`config.mk`:
```
export PLATFORM = sky130hd
export DESIGN_NAME = pop_sequencer
export DESIGN_NICKNAME = d
export VERILOG_FILES = /design/src/rtl/pop_sequencer.sv
export SDC_FILE = /design/constraint.sdc
export NUM_CORES = 1
export LEC_CHECK = 0
export ABC_AREA = 0
export CORE_MARGIN = 1
export CORE_UTILIZATION = 35
export CTS_BUF_LIST = sky130_fd_sc_hd__clkbuf_8
export CTS_CLUSTER_SIZE = 8
export DETAILED_ROUTE_END_ITERATION = 12
export PLACE_DENSITY_LB_ADDON = 0.05
export SYNTH_ARGS = -nofsm -noshare
export SYNTH_HDL_FRONTEND = slang
export SYNTH_SLANG_ARGS = --single-unit
```
`constraint.sdc`:
```
create_clock -name clk -period 11.65 [get_ports clk]
set_input_delay 1.165 -clock clk [delete_from_list [all_inputs] [get_ports clk]]
set_output_delay 1.165 -clock clk [all_outputs]
set_load 0.01 [all_outputs]
```
`src/rtl/pop_sequencer.sv`:
```
// pop_sequencer: runtime-programmable multi-channel pulse sequencer with start/abort, finite or continuous repeat and status outputs.
//   clk, reset       system clock, synchronous active-high reset
//   start, abort     run control (start honoured only when idle, abort wins)
//   period           cycle length in ticks (>= 2)
//   t_on, t_off      per-channel rising/falling edge times, WIDTH bits each
//   repeats          cycles per run, 0 = continuous
//   ch_out           registered channel outputs
//   busy             high while running
//   cycle_start      high on every running tick with count == 0
//   done             one-tick pulse after a finite run completes
//   err              one-tick pulse when a start is rejected for period < 2
//   cycles           completed-cycle count of the current or last run
module pop_sequencer #(
    parameter int WIDTH = 16,
    parameter int NCH   = 4,
    parameter int REP_W = 8
) (
    input  logic                 clk,
    input  logic                 reset,
    input  logic                 start,
    input  logic                 abort,
    input  logic [WIDTH-1:0]     period,
    input  logic [NCH*WIDTH-1:0] t_on,
    input  logic [NCH*WIDTH-1:0] t_off,
    input  logic [REP_W-1:0]     repeats,
    output logic [NCH-1:0]       ch_out,
    output logic                 busy,
    output logic                 cycle_start,
    output logic                 done,
    output logic                 err,
    output logic [REP_W-1:0]     cycles
);
    typedef enum logic {IDLE, RUN} state_t;
    state_t state, state_n;
    logic [WIDTH-1:0] count, sh_per, cnt_n;
    logic [NCH*WIDTH-1:0] sh_on, sh_off, on_src, off_src;
    logic [REP_W-1:0] sh_rep;
    logic [REP_W:0] cyc_inc;
    logic [NCH-1:0] ch_n;
    logic go, rej, wrap, last, stop;
    assign cyc_inc = {1'b0, cycles} + 1'b1;
    assign go   = state == IDLE && start && !abort && period >= WIDTH'(2);
    assign rej  = state == IDLE && start && !abort && period < WIDTH'(2);
    // sh_per >= 2 whenever running, so the decrement cannot underflow
    assign wrap = state == RUN && !abort && count == sh_per - WIDTH'(1);
    assign last = wrap && sh_rep != '0 && cyc_inc == {1'b0, sh_rep};
    assign stop = state == RUN && (abort || (wrap && (last || period < WIDTH'(2))));
    // On a load the new edge times apply to count 0 of the coming cycle
    assign on_src  = (go || wrap) ? t_on  : sh_on;
    assign off_src = (go || wrap) ? t_off : sh_off;
    assign cnt_n   = (go || wrap) ? '0 : count + WIDTH'(1);
    for (genvar i = 0; i < NCH; i++) begin : g_ch
        assign ch_n[i] = cnt_n >= on_src[i*WIDTH +: WIDTH] && cnt_n < off_src[i*WIDTH +: WIDTH];
    end
    always_ff @(posedge clk) begin
        if (reset) state <= IDLE;
        else state <= state_n;
    end
    always_comb begin
        state_n = state;
        if (go) state_n = RUN;
        else if (stop) state_n = IDLE;
    end
    always_comb begin
        busy        = state == RUN;
        cycle_start = state == RUN && count == '0;
    end
    always_ff @(posedge clk) begin
        if (reset) begin
            count  <= '0;
            sh_per <= '0;
            sh_on  <= '0;
            sh_off <= '0;
            sh_rep <= '0;
            cycles <= '0;
            ch_out <= '0;
            done   <= 1'b0;
            err    <= 1'b0;
        end else begin
            count  <= state_n == RUN ? cnt_n : '0;
            ch_out <= state_n == RUN ? ch_n : '0;
            done   <= last;
            err    <= rej;
            if (go || wrap) begin
                sh_per <= period;
                sh_on  <= t_on;
                sh_off <= t_off;
            end
            if (go) begin
                sh_rep <= repeats;
                cycles <= '0;
            end else if (wrap && !cyc_inc[REP_W]) begin
                cycles <= cyc_inc[REP_W-1:0];
            end
        end
    end
endmodule

```
* Yosys cells after proc, flatten, opt, wreduce, memory -nomap -nowiden
Index checks and enable logic that the tools add are counted.
** Operators by class
- $add $sub $neg :: 3
- Order comparisons :: 10
- Equal/unequal tests :: 2
- Mux-type cells :: 5
- Bitwise gates (word level) :: 2
- Reduce and logical (&&, ||, !) cells :: 25
** Operators with widths (count)
- $mux W64 :: 2
- $ge A16 B16 Y1 :: 4
- $lt A16 B16 Y1 :: 4
- $add A16 B1 Y16 const B :: 1
- $eq A16 B16 Y1 :: 1
- $ge A16 B2 Y1 const B :: 1
- $logic_and A1 B1 Y1 :: 16
- $logic_not A16 Y1 :: 1
- $lt A16 B2 Y1 const B :: 1
- $mux W16 :: 1
- $sub A16 B1 Y16 const B :: 1
- $add A8 B1 Y9 const B :: 1
- $eq A9 B8 Y1 :: 1
- $reduce_bool A8 Y1 :: 1
- $reduce_or A2 Y1 :: 2
- $logic_or A1 B1 Y1 :: 3
- $logic_not A1 Y1 :: 2
- $mux W1 :: 2
- $not A1 Y1 :: 2
** Word-level totals
- Register bits after elaboration :: 183
- Input port bits :: 156
- Word-level logic and storage cells :: 57

* Depth between registers and ports, before layout
Gate-level depths: netlist of the first run.
- Depth after elaboration :: 13
- Mapped depth :: 22
- Depth with buffers taken out :: 18

* Least setup slack after synthesis of the first run
No wires, ideal clock.
- Kind :: input-to-reg
- Start point :: input port abort
- End point :: register ch_out[2]
- Data arrival time :: 5.254 ns
- Required time :: 11.576 ns
- Path slack :: 6.322 ns
- Cell stages on the path :: 20
- Path buffers :: 4
- Cell sequence :: nand2b_1 nor3_1 o211ai_1 a2111o_1 or4_4 buf_6 nand2_1 buf_4 buf_4 buf_2 nor2_1 ha_1 a21o_1 a21o_1 a21o_1 a2111oi_0 a31oi_1 o311ai_0 o21ai_0 a31oi_1
** Between the ends
- Elaborated cells between the ends (all ways) :: 22
- Classes of those cells :: 2 x order compare; 5 x mux; 1 x bitwise; 14 x reduce/logical
** RTL lines
- from (decl) :: RTL line 21 : input logic abort,
- $logic_not A1 Y1 * :: RTL line 42, 45
- $logic_and A1 B1 Y1 (on tied branches) (2 in series) :: RTL line 42, 45
- $logic_or A1 B1 Y1 * :: RTL line 51 : assign cnt_n = (go || wrap) ? '0 : count + WIDTH'(1);
- $mux W16 * :: RTL line 51
- via cnt_n[5] :: RTL line 35 : logic [WIDTH-1:0] count, sh_per, cnt_n;
- $ge A16 B16 Y1 or $lt A16 B16 Y1 (tied branches) :: RTL line 53 : assign ch_n[i] = cnt_n >= on_src[i*WIDTH +: WIDTH] && cnt_n < off_src[i*WIDTH +: WIDTH];
- $logic_and A1 B1 Y1 * :: RTL line 53
- to (signal assigned) :: RTL line 81 : ch_out <= state_n == RUN ? ch_n : '0;
- to (decl) :: RTL line 26 : output logic [NCH-1:0] ch_out,
The timed path passes the listed nets; every way through them passes the cells marked *.
A chain may end at the register's enable or synchronous reset.

* Worst setup path after layout of the first run
- Start point :: register sh_per[0]
- End point :: register ch_out[2]
** Between the ends
- Elaborated cells between the ends (all ways) :: 20
- Classes of those cells :: 1 x add/sub; 2 x order compare; 1 x eq/ne; 5 x mux; 1 x bitwise; 10 x reduce/logical
** RTL lines
- from (decl) :: RTL line 35
- from (signal assigned) :: RTL line 85 : sh_per <= period;
- $sub A16 B1 Y16 * :: RTL line 45 : assign wrap = state == RUN && !abort && count == sh_per - WIDTH'(1);
- $eq A16 B16 Y1 * :: RTL line 45
- $logic_and A1 B1 Y1 * :: RTL line 45
- $logic_or A1 B1 Y1 * :: RTL line 51
- $mux W16 * :: RTL line 51
- via cnt_n[5] :: RTL line 35
- $ge A16 B16 Y1 or $lt A16 B16 Y1 (tied branches) :: RTL line 53
- $logic_and A1 B1 Y1 * :: RTL line 53
Marks and branches as above.

==> results of run 1 <==
[metal layers]
| layer | up-vias | global-route usage | routed length [µm] |
|---|---|---|---|
| li1 | 4358 | - | - |
| met1 | 3934 | 0.2637 | 13810 |
| met2 | 200 | 0.3560 | 14780 |
| met3 | 39 | 0.02968 | 1161 |
| met4 | 0 | 0.07153 | 780 |
| met5 | - | 0 | 0 |
[worst max-delay path: cells and delay by family (launching register included)]
kind,cells,cell delay (ns)
buf+inv,2,0.53
simple gates,6,2.69
fa+ha+maj,2,0.58
flops,1,0.40
compound gates,9,2.14
[layout make-up]
type                       instances  area [µm²]  area share
clock inverter                    14       160.2     0.01263
tap                              384       480.5     0.03789
inverter                           9       33.78    0.002664
multi-input combinational        890        6260      0.4937
timing repair buffer             186        1834      0.1447
clock buffer                      18       247.7     0.01954
sequential                       183        3664      0.2889
[cell usage after synthesis (3+ instances only)]
cell type,number,area (µm²)
a31oi_1,7,43.79
nand2_1,96,360.4
nand2b_1,9,56.30
nor4_1,19,118.9
inv_1,9,33.78
a21oi_1,66,330.3
a311o_1,3,30.03
nor3b_1,3,22.52
nor3_1,36,180.2
nor2b_1,16,100.1
o21a_1,4,30.03
o22ai_1,3,18.77
clkbuf_1,33,123.9
ha_1,124,1551
a21o_1,26,195.2
a221o_1,4,40.04
mux2_2,4,45.04
o21ai_0,26,130.1
nand3_1,22,110.1
nor2_1,177,664.4
xnor2_1,32,280.3
dfxtp_1,183,3664
a2111oi_0,8,70.07
or4_1,3,22.52
buf_2,18,90.09
xor2_1,18,157.7
and3_1,10,62.56
mux2i_1,118,1181
a211oi_1,10,75.07
nand4_1,19,118.9
[sequential cells by signal (all words and copies together) (netlist names)]
signal  count
busy        1
sh_per     16
cycles      8
ch_out      4
err         1
sh_on      64
sh_rep      8
sh_off     64
done        1
count      16
[path summary, 6_finish.rpt]
kind                                start         to  slack (ns)
worst min-delay path            sh_off[0]  sh_off[0]        0.47
worst max-delay path            sh_per[0]  ch_out[2]        5.21
worst max register to register  sh_per[0]  ch_out[2]        5.21
worst min register to register  sh_off[0]  sh_off[0]        0.47
[cells by family (layout without fill, tap and decap cells)]
group | after synthesis | in the layout
adder cells (fa/ha/maj) | 124 | 124
flip-flops | 183 | 183
buffers and inverters | 65 | 227
AO/OA/AOI/OAI | 173 | 173
multiplexers | 122 | 122
AND/OR/NAND/NOR | 421 | 421
XOR/XNOR | 50 | 50
[metrics by stage]
step | worst slack (ns) | power (mW) | instances
2_1_floorplan | 6.322 | 0.8286 | 1138
3_3_place_gp | 4.958 | 0.9359 | 1652
3_5_place_dp | 4.892 | 0.9371 | 1652
4_1_cts | 5.233 | 1.403 | 1684
5_1_grt | 4.747 | 1.452 | 1684
6_report | 5.206 | 1.383 | 1684
[power by group]
group	internal, mW	switching (mW)
combinational	0.127	0.129
sequential	0.651	0.0126
clock	0.203	0.260
total	0.981	0.402
==> out/qor.csv, run 1 <==
stage,metric,value,unit
critical_path,startpoint_type,flop,
clock_tree,cts_hold_buf,0,
sta,fmax,155.2,MHz
run_status,status,"finished, final reports clean",
sta,final_max_slew_viol_count,0,
routing,drc,0,
yosys,netlist-cell-type-count,54,
yosys,synth_top_family_by_area,simple AND/OR/NAND/NOR gates,
yosys,synth_compound_area_frac,0.1084,
cells_and_area,fillers,2854,
power_and_ir_drop,leakage,5.734,nW
placement,placed_area,12270,µm²
die,start_util,0.3554,
cells_and_area,area_growth,24.28,%
clock_tree,post_cts_resized,0,
worst_hold_path,hold_class,flop to flop,
yosys,synthCells,1138,
cells_and_area,drive_gt1_frac,0.04692,
critical_path,r2r_cells,19,
routing,avgViaCountPerCell,5.066,
yosys,ys.warnings.count,0,
cells_and_area,post-route-util,0.4418,
clock_tree,clkTransAtPathRegs,0.11,ns
placement,port_buffers,171,
critical_path,worstPathCellList,inv_1 -> ha_1 -> or4b_1 -> nor4_4 -> or2b_1 -> o221ai_1 -> or4_4 -> nand2_2 -> buf_4 -> nor2_1 -> ha_1 -> a21o_1 -> a21o_1 -> a21o_1 -> a2111oi_0 -> a31oi_1 -> o311ai_0 -> o21ai_0 -> a31oi_1,
cells_and_area,diodes,0,
sta,setup_viol,0,
clock_tree,cts_buffers,17,
cells_and_area,stdcell_area,12680,µm²
job,maxCapViolations,0,
sta,slew_headroom,0.2709,
placement,hpwlAfterDp,22.22,mm
yosys,ys_ff_latch,183,
die,fp.dieH,172.7,µm
critical_path,max_stage_delay,0.75,ns
routing,via_count,8531,
global_routing,grtUsageTotal,0.2069,
global_routing,grt_overflow,0,
routing,ant_nets,0,
cells_and_area,final_common_cell,dfxtp_1,
yosys,synthXorXnorAreaFrac,0.04292,
sta,hold_viol_final,0,
critical_path,path_class,flop to flop,
critical_path,crit_path_frequent_cell,a21o_1,
global_routing,first_global_vias,8485,
cells_and_area,nets,1567,
die,ios,172,
placement,gp_congestion,0.8399,
die,dieWidth,172.7,µm
global_routing,grt_pass1_wl,47.47,mm
sta,rsz0062_at_grt,false,
power_and_ir_drop,max-vdd-ir-drop,64.84,µV
power_and_ir_drop,p_per_area,109.1,nW/µm²
die,rows,62,
routing,routedWlPerCell,18.13,µm
yosys,synthFlopType,dfxtp_1,
die,dieArea,29840,µm²
routing,wl,30.53,mm
clock_tree,clk_latency,0.47,ns
yosys,synthAdderAreaFrac,0.1521,
clock_tree,h-tree-depth,4,
sta,holdWs,0.4725,ns
sta,fin_crit_sh,0.5532,
yosys,synth_edf_count,0,
yosys,syn-num-nets,1418,
die,core,28700,µm²
sta,worst_pin_slew,1.090,ns
critical_path,cp_data_arrival_time,6.85,ns
clock_tree,cts_tree,yes,
yosys,yosysSeqAreaShare,0.3591,
yosys,syn-cell-area,10200,µm²
routing,drtIter0Drc,452,
clock_tree,cts_setup_buffers,0,
critical_path,worst-endpoint-required,12.06,ns
sta,tns,0,ns
critical_path,slowest_stage,nor2_1,
yosys,syn_area_per_cell,8.965,µm²
sta,skew,0.01490,ns
routing,drtPass1Iterations,5,
clock_tree,cts_sinks,183,
yosys,yosys-mux-area-fraction,0.1202,
global_routing,antenna_found_initial,0,
yosys,synthSimpleGateAreaFrac,0.1890,
global_routing,grt_max_degree,118,
yosys,async_flop_share,0,
worst_hold_path,holdPathStages,2,
clock_tree,clockRootBuffer,clkbuf_8,
critical_path,crit_path_end_kind,flop,
clock_tree,cts_buffer_depth,2,
cells_and_area,mostFrequentLayoutCells,"183 x dfxtp_1, 176 x nor2_1, 170 x clkdlybuf4s50_1",
critical_path,crit_fanout,48,
sta,fin_crit,6.444,ns
Power figures use the tool's default switching activity.
==> run 2: changes to the inputs <==
==> constraint.sdc (replaced) <==
create_clock -name clk -period 6.8 [get_ports clk]
set_input_delay 0.68 -clock clk [delete_from_list [all_inputs] [get_ports clk]]
set_output_delay 0.68 -clock clk [all_outputs]
set_load 0.01 [all_outputs]
==> run 2 against run 1 <==
Via count about the same. Sequential share of layout area down 0.14 points. Setup slack worse by 4.1 ns. Fmax up 14%. Worst hold slack worse by 0.012 ns. Critical path type unchanged. Final area up 0.49%. Non-clock buffer count up 11.
==> out/qor.csv, run 2 (synthesized netlist as in run 1, its figures left out) <==
stage,metric,value,unit
run_status,status,"finished, final reports clean",
critical_path,reg2reg_setup_slack,1.14,ns
sta,fin_crit_sh,0.8318,
sta,slew_headroom,0.3268,
placement,hpwlAfterDp,22.61,mm
power_and_ir_drop,p_comb_frac,0.188,
critical_path,crit_path_end_kind,flop,
global_routing,grt_pass1_wl,48.97,mm
clock_tree,cts_buffer_depth,2,
routing,wl,30.78,mm
global_routing,grtUsageTotal,0.2124,
clock_tree,clkTransAtPathRegs,0.10,ns
clock_tree,post_cts_resized,0,
cells_and_area,regArea,3664,µm²
worst_hold_path,hold_class,flop to flop,
sta,fmax,176.8,MHz
placement,port_buffers,171,
die,rows,62,
sta,skew,0.01452,ns
routing,drtPass1Iterations,4,
critical_path,timing.rr.start,sh_per[0],
global_routing,antenna_found_initial,0,
clock_tree,cts_tree,yes,
sta,rsz0062_at_grt,false,
clock_tree,cts_sinks,183,
cells_and_area,diodes,0,
power_and_ir_drop,total_power,2.325,mW
power_and_ir_drop,max-vdd-ir-drop,137.4,µV
critical_path,r2r_cells,19,
power_and_ir_drop,internal-power,1.644,mW
die,ios,172,
clock_tree,cts_setup_buffers,0,
cells_and_area,post-route-util,0.4439,
routing,drtIter0Drc,391,
power_and_ir_drop,power_switching_share,0.2931,
critical_path,crit_path_end,ch_out[1],
sta,holdWs,0.4605,ns
critical_path,path_class,flop to flop,
clock_tree,h-tree-depth,4,
routing,ant_nets,0,
routing,avgViaCountPerCell,5.037,
sta,final_max_slew_viol_count,0,
cells_and_area,drive_gt1_frac,0.05492,
cells_and_area,area_growth,24.90,%
power_and_ir_drop,clkPwrFrac,0.322,
cells_and_area,mostFrequentLayoutCells,"183 x dfxtp_1, 176 x nor2_1, 170 x clkdlybuf4s50_1",
routing,via_count,8538,
critical_path,cp_data_arrival_time,6.04,ns
sta,fin_crit,5.656,ns
sta,setup_viol,0,
sta,worst_pin_slew,1.010,ns
cells_and_area,multi_input_area,6260,µm²
sta,tns,0,ns
job,maxCapViolations,0,
placement,gp_congestion,0.8546,
cells_and_area,final_common_cell,dfxtp_1,
power_and_ir_drop,p_switching,0.6816,mW
power_and_ir_drop,power_frac_seq,0.489,
power_and_ir_drop,leakage,5.767,nW
global_routing,grt_max_degree,90,
cells_and_area,nets,1578,
global_routing,grt_overflow,0,
die,core,28700,µm²
global_routing,first_global_vias,8713,
die,start_util,0.3554,
die,dieWidth,172.7,µm
clock_tree,cts_buffers,17,
cells_and_area,fillers,2890,
die,fp.dieH,172.7,µm
clock_tree,cts_hold_buf,0,
critical_path,crit_fanout,71,
critical_path,startpoint,sh_per[0],
clock_tree,clockRootBuffer,clkbuf_8,
critical_path,r2r_end,ch_out[1],
power_and_ir_drop,p_per_area,182.5,nW/µm²
die,dieArea,29840,µm²
clock_tree,clk_latency,0.47,ns
routing,drc,0,
routing,routedWlPerCell,18.16,µm
cells_and_area,top_regs,"sh_off x64, sh_on x64",
critical_path,startpoint_type,flop,
worst_hold_path,min_from,sh_off[16],
sta,hold_viol_final,0,
critical_path,worst-endpoint-required,7.19,ns
## run 2: cell types whose count changed in the layout (fill, tap and decap cells not counted), sizes merged
cell | before | now
buf | 16 | 27
bufinv | 2 | 1
clkinv | 2 | 0
clkinvlp | 1 | 5
inv | 18 | 17
## run 2: power by group through the flow
stage               Sequential [mW]  Clock (mW)  Combinational [mW]
global placement               1.16           0               0.440
global route                   1.14       0.824               0.489
CTS                            1.14       0.777               0.443
floorplan                      1.16           0               0.264
finish                         1.14       0.750               0.438
detailed placement             1.16           0               0.440
## run 2: per-layer routing
metal | vias up | global-route usage | routed length, µm
met3 | 26 | 0.03606 | 1352
met5 | - | 0 | 0
met4 | 0 | 0.05383 | 551
met1 | 3943 | 0.2753 | 14220
met2 | 190 | 0.3644 | 14650
li1 | 4379 | - | -
## run 2: per-stage QoR
stage          std cells  instance area, µm²  setup slack (ns)
6_report            1695               12740             1.144
5_1_grt             1695               12740            0.7750
4_1_cts             1695               12740             1.156
3_5_place_dp        1663               12350             1.213
3_3_place_gp        1663               12350             1.234
2_1_floorplan       1138               10200             1.660
## run 2: worst max-delay path, stage by stage, from the launching register on
cell      delay (ns)
dfxtp_1         0.38
inv_1           0.08
ha_1            0.20
or4b_1          0.59
nor4_4          0.27
or2b_1          0.27
o221ai_1        0.32
nor4_2          0.10
buf_4           0.20
nor2_4          0.46
buf_12          0.47
mux2i_1         0.35
ha_1            0.30
a21o_1          0.18
a21o_1          0.17
a21oi_1         0.21
nand2_1         0.12
a311o_1         0.33
a221o_1         0.35
a211oi_2        0.21
## run 2: area by class of cell
type,count,area share
timing repair buffer,197,0.1504
clock inverter,14,0.01100
tap,384,0.03771
multi-input combinational,890,0.4913
clock buffer,18,0.01944
sequential,183,0.2875
inverter,9,0.002651
## run 2: worst min-delay path by stage
stage	depth (start not counted)	end	slack, ns
2_1_floorplan	2	sh_off[0]	0.44
3_3_place_gp	2	sh_off[0]	0.44
3_5_place_dp	2	sh_off[0]	0.45
4_1_cts	2	sh_off[0]	0.46
5_1_grt	2	sh_off[48]	0.49
6_report	2	sh_off[16]	0.46
==> run 3: changes to the inputs <==
==> constraint.sdc (replaced) <==
create_clock -name clk -period 5.25 [get_ports clk]
set_input_delay 0.525 -clock clk [delete_from_list [all_inputs] [get_ports clk]]
set_output_delay 0.525 -clock clk [all_outputs]
set_load 0.01 [all_outputs]
==> run 3 against run 2 <==
Sequential share of layout area down 0.36 points. Critical path depth up 1. Largest power group unchanged. Highest routed layer unchanged. Routed wire length up 1.4%. Clock skew up 0.0075 ns. Critical endpoint is now ch_out[2]. Combinational power up 35%. Worst hold slack better by 0.0031 ns. Core utilization up 0.56 points. Register-to-register slack worse by 0.90 ns. Critical path type unchanged. Fmax up 13%. Final area up 1.3%. Flip-flop and latch count unchanged.
==> out/qor.csv, run 3 (synthesized netlist as in run 1, its figures left out) <==
stage,metric,value,unit
run_status,status,"finished, final reports clean",
die,rows,62,
placement,port_buffers,171,
die,core,28700,µm²
placement,place_inst,1671,
placement,placed_area,12460,µm²
sta,fin_crit_sh,0.9532,
cells_and_area,final_common_cell,dfxtp_1,
clock_tree,clockRootBuffer,clkbuf_8,
cells_and_area,stdcell_area,12900,µm²
placement,hpwlAfterDp,23.59,mm
cells_and_area,top_regs,"sh_off x64, sh_on x64",
die,ios,172,
clock_tree,cts_sinks,183,
worst_hold_path,hold_class,flop to flop,
power_and_ir_drop,leakage,5.844,nW
sta,fin_crit,5.004,ns
cells_and_area,finalNonFillerCells,1703,
routing,wl,31.22,mm
clock_tree,cts_buffers,17,
critical_path,crit_path_end_kind,flop,
worst_hold_path,holdPathStages,2,
routing,avgViaCountPerCell,5.101,
routing,ant_nets,0,
cells_and_area,fillers,2853,
placement,post-place-ws,0.09143,ns
clock_tree,clkTransAtPathRegs,0.10,ns
cells_and_area,nets,1586,
cells_and_area,diodes,0,
clock_tree,clk_latency,0.48,ns
die,fp.dieH,172.7,µm
critical_path,crit_fanout,13,
routing,routedWlPerCell,18.33,µm
placement,gp_congestion,0.8573,
global_routing,grt_pass1_wl,48.38,mm
sta,final_max_slew_viol_count,0,
sta,setup_ws,0.2457,ns
cells_and_area,drive_gt1_frac,0.06520,
sta,fmax,199.8,MHz
clock_tree,cts_tree,yes,
global_routing,grtUsageTotal,0.2112,
critical_path,path_class,flop to flop,
power_and_ir_drop,max-vdd-ir-drop,138.6,µV
die,start_util,0.3554,
cells_and_area,area_growth,26.47,%
routing,drtIter0Drc,542,
clock_tree,cts_setup_buffers,0,
routing,drtPass1Iterations,5,
critical_path,worst-endpoint-required,5.64,ns
sta,slew_headroom,0.2617,
sta,holdWs,0.4636,ns
clock_tree,post_cts_resized,0,
global_routing,grt_overflow,0,
critical_path,r2r_cells,20,
global_routing,grt_max_degree,99,
critical_path,startpoint_type,flop,
global_routing,antenna_found_initial,0,
global_routing,first_global_vias,8448,
sta,worst_pin_slew,1.107,ns
sta,hold_viol_final,0,
job,maxCapViolations,0,
routing,drc,0,
clock_tree,cts_hold_buf,0,
clock_tree,cts_buffer_depth,2,
power_and_ir_drop,p_per_area,238.7,nW/µm²
sta,skew,0.02206,ns
sta,setup_viol,0,
critical_path,cp_data_arrival_time,5.40,ns
clock_tree,h-tree-depth,4,
cells_and_area,mostFrequentLayoutCells,"183 x dfxtp_1, 172 x nor2_1, 170 x clkdlybuf4s50_1",
routing,via_count,8687,
die,dieArea,29840,µm²
die,dieWidth,172.7,µm
## run 3: area by class of cell
class,count,area (µm²),area share
clock buffers,17,234.0,0.01813
clock inverters,15,167.7,0.01299
inverters,9,33.78,0.002618
multi-input cells,890,6296,0.4880
flip-flops and latches,183,3664,0.2839
well taps,384,480.5,0.03724
repair buffers,205,2027,0.1571
## run 3: worst max-delay path, stage by stage, from the launching register on
cell,delay [ns]
dfxtp_1,0.37
inv_1,0.07
ha_1,0.20
or4b_4,0.53
nor4_4,0.21
o211ai_1,0.14
a2111o_1,0.42
or4_4,0.45
nand2_4,0.19
buf_4,0.18
buf_4,0.20
mux2_2,0.36
ha_1,0.26
nand2b_1,0.10
a21o_1,0.11
a21o_1,0.10
a21oi_1,0.05
o21ai_0,0.16
a21oi_1,0.13
or3b_2,0.48
a31oi_1,0.17
## run 3: worst paths after layout
| check | startpoint | end | slack (ns) |
|---|---|---|---|
| setup / recovery | sh_per[0] | ch_out[2] | 0.25 |
| hold / removal | sh_off[16] | sh_off[16] | 0.46 |
| setup reg to reg | sh_per[0] | ch_out[2] | 0.25 |
| hold reg to reg | sh_off[16] | sh_off[16] | 0.46 |
## run 3: layer usage
| metal | track usage | share of wire | wire length (µm) | vias to the layer above |
|---|---|---|---|---|
| met1 | 0.2845 | 0.48 | 15110 | 4065 |
| li1 | - | - | - | 4390 |
| met4 | 0.06232 | 0.020 | 615 | 0 |
| met3 | 0.03496 | 0.036 | 1122 | 33 |
| met5 | 0 | 0 | 0 | - |
| met2 | 0.3459 | 0.46 | 14370 | 199 |
## run 3: through the flow
step                       TNS [ns]  utilization  power, mW
after floorplan                   0            -      1.839
after global placement            0       0.4343      2.092
after detailed placement          0       0.4343      2.093
after CTS                         0       0.4483      3.110
after global routing      -0.001416       0.4495      3.235
final                             0       0.4495      3.079
## run 3: where the power goes
group          switching (mW)  leakage [nW]  internal (mW)
Combinational           0.295          4.16          0.295
Sequential             0.0279          1.49           1.45
Clock                   0.580         0.197          0.436
Total                   0.903          5.84           2.18
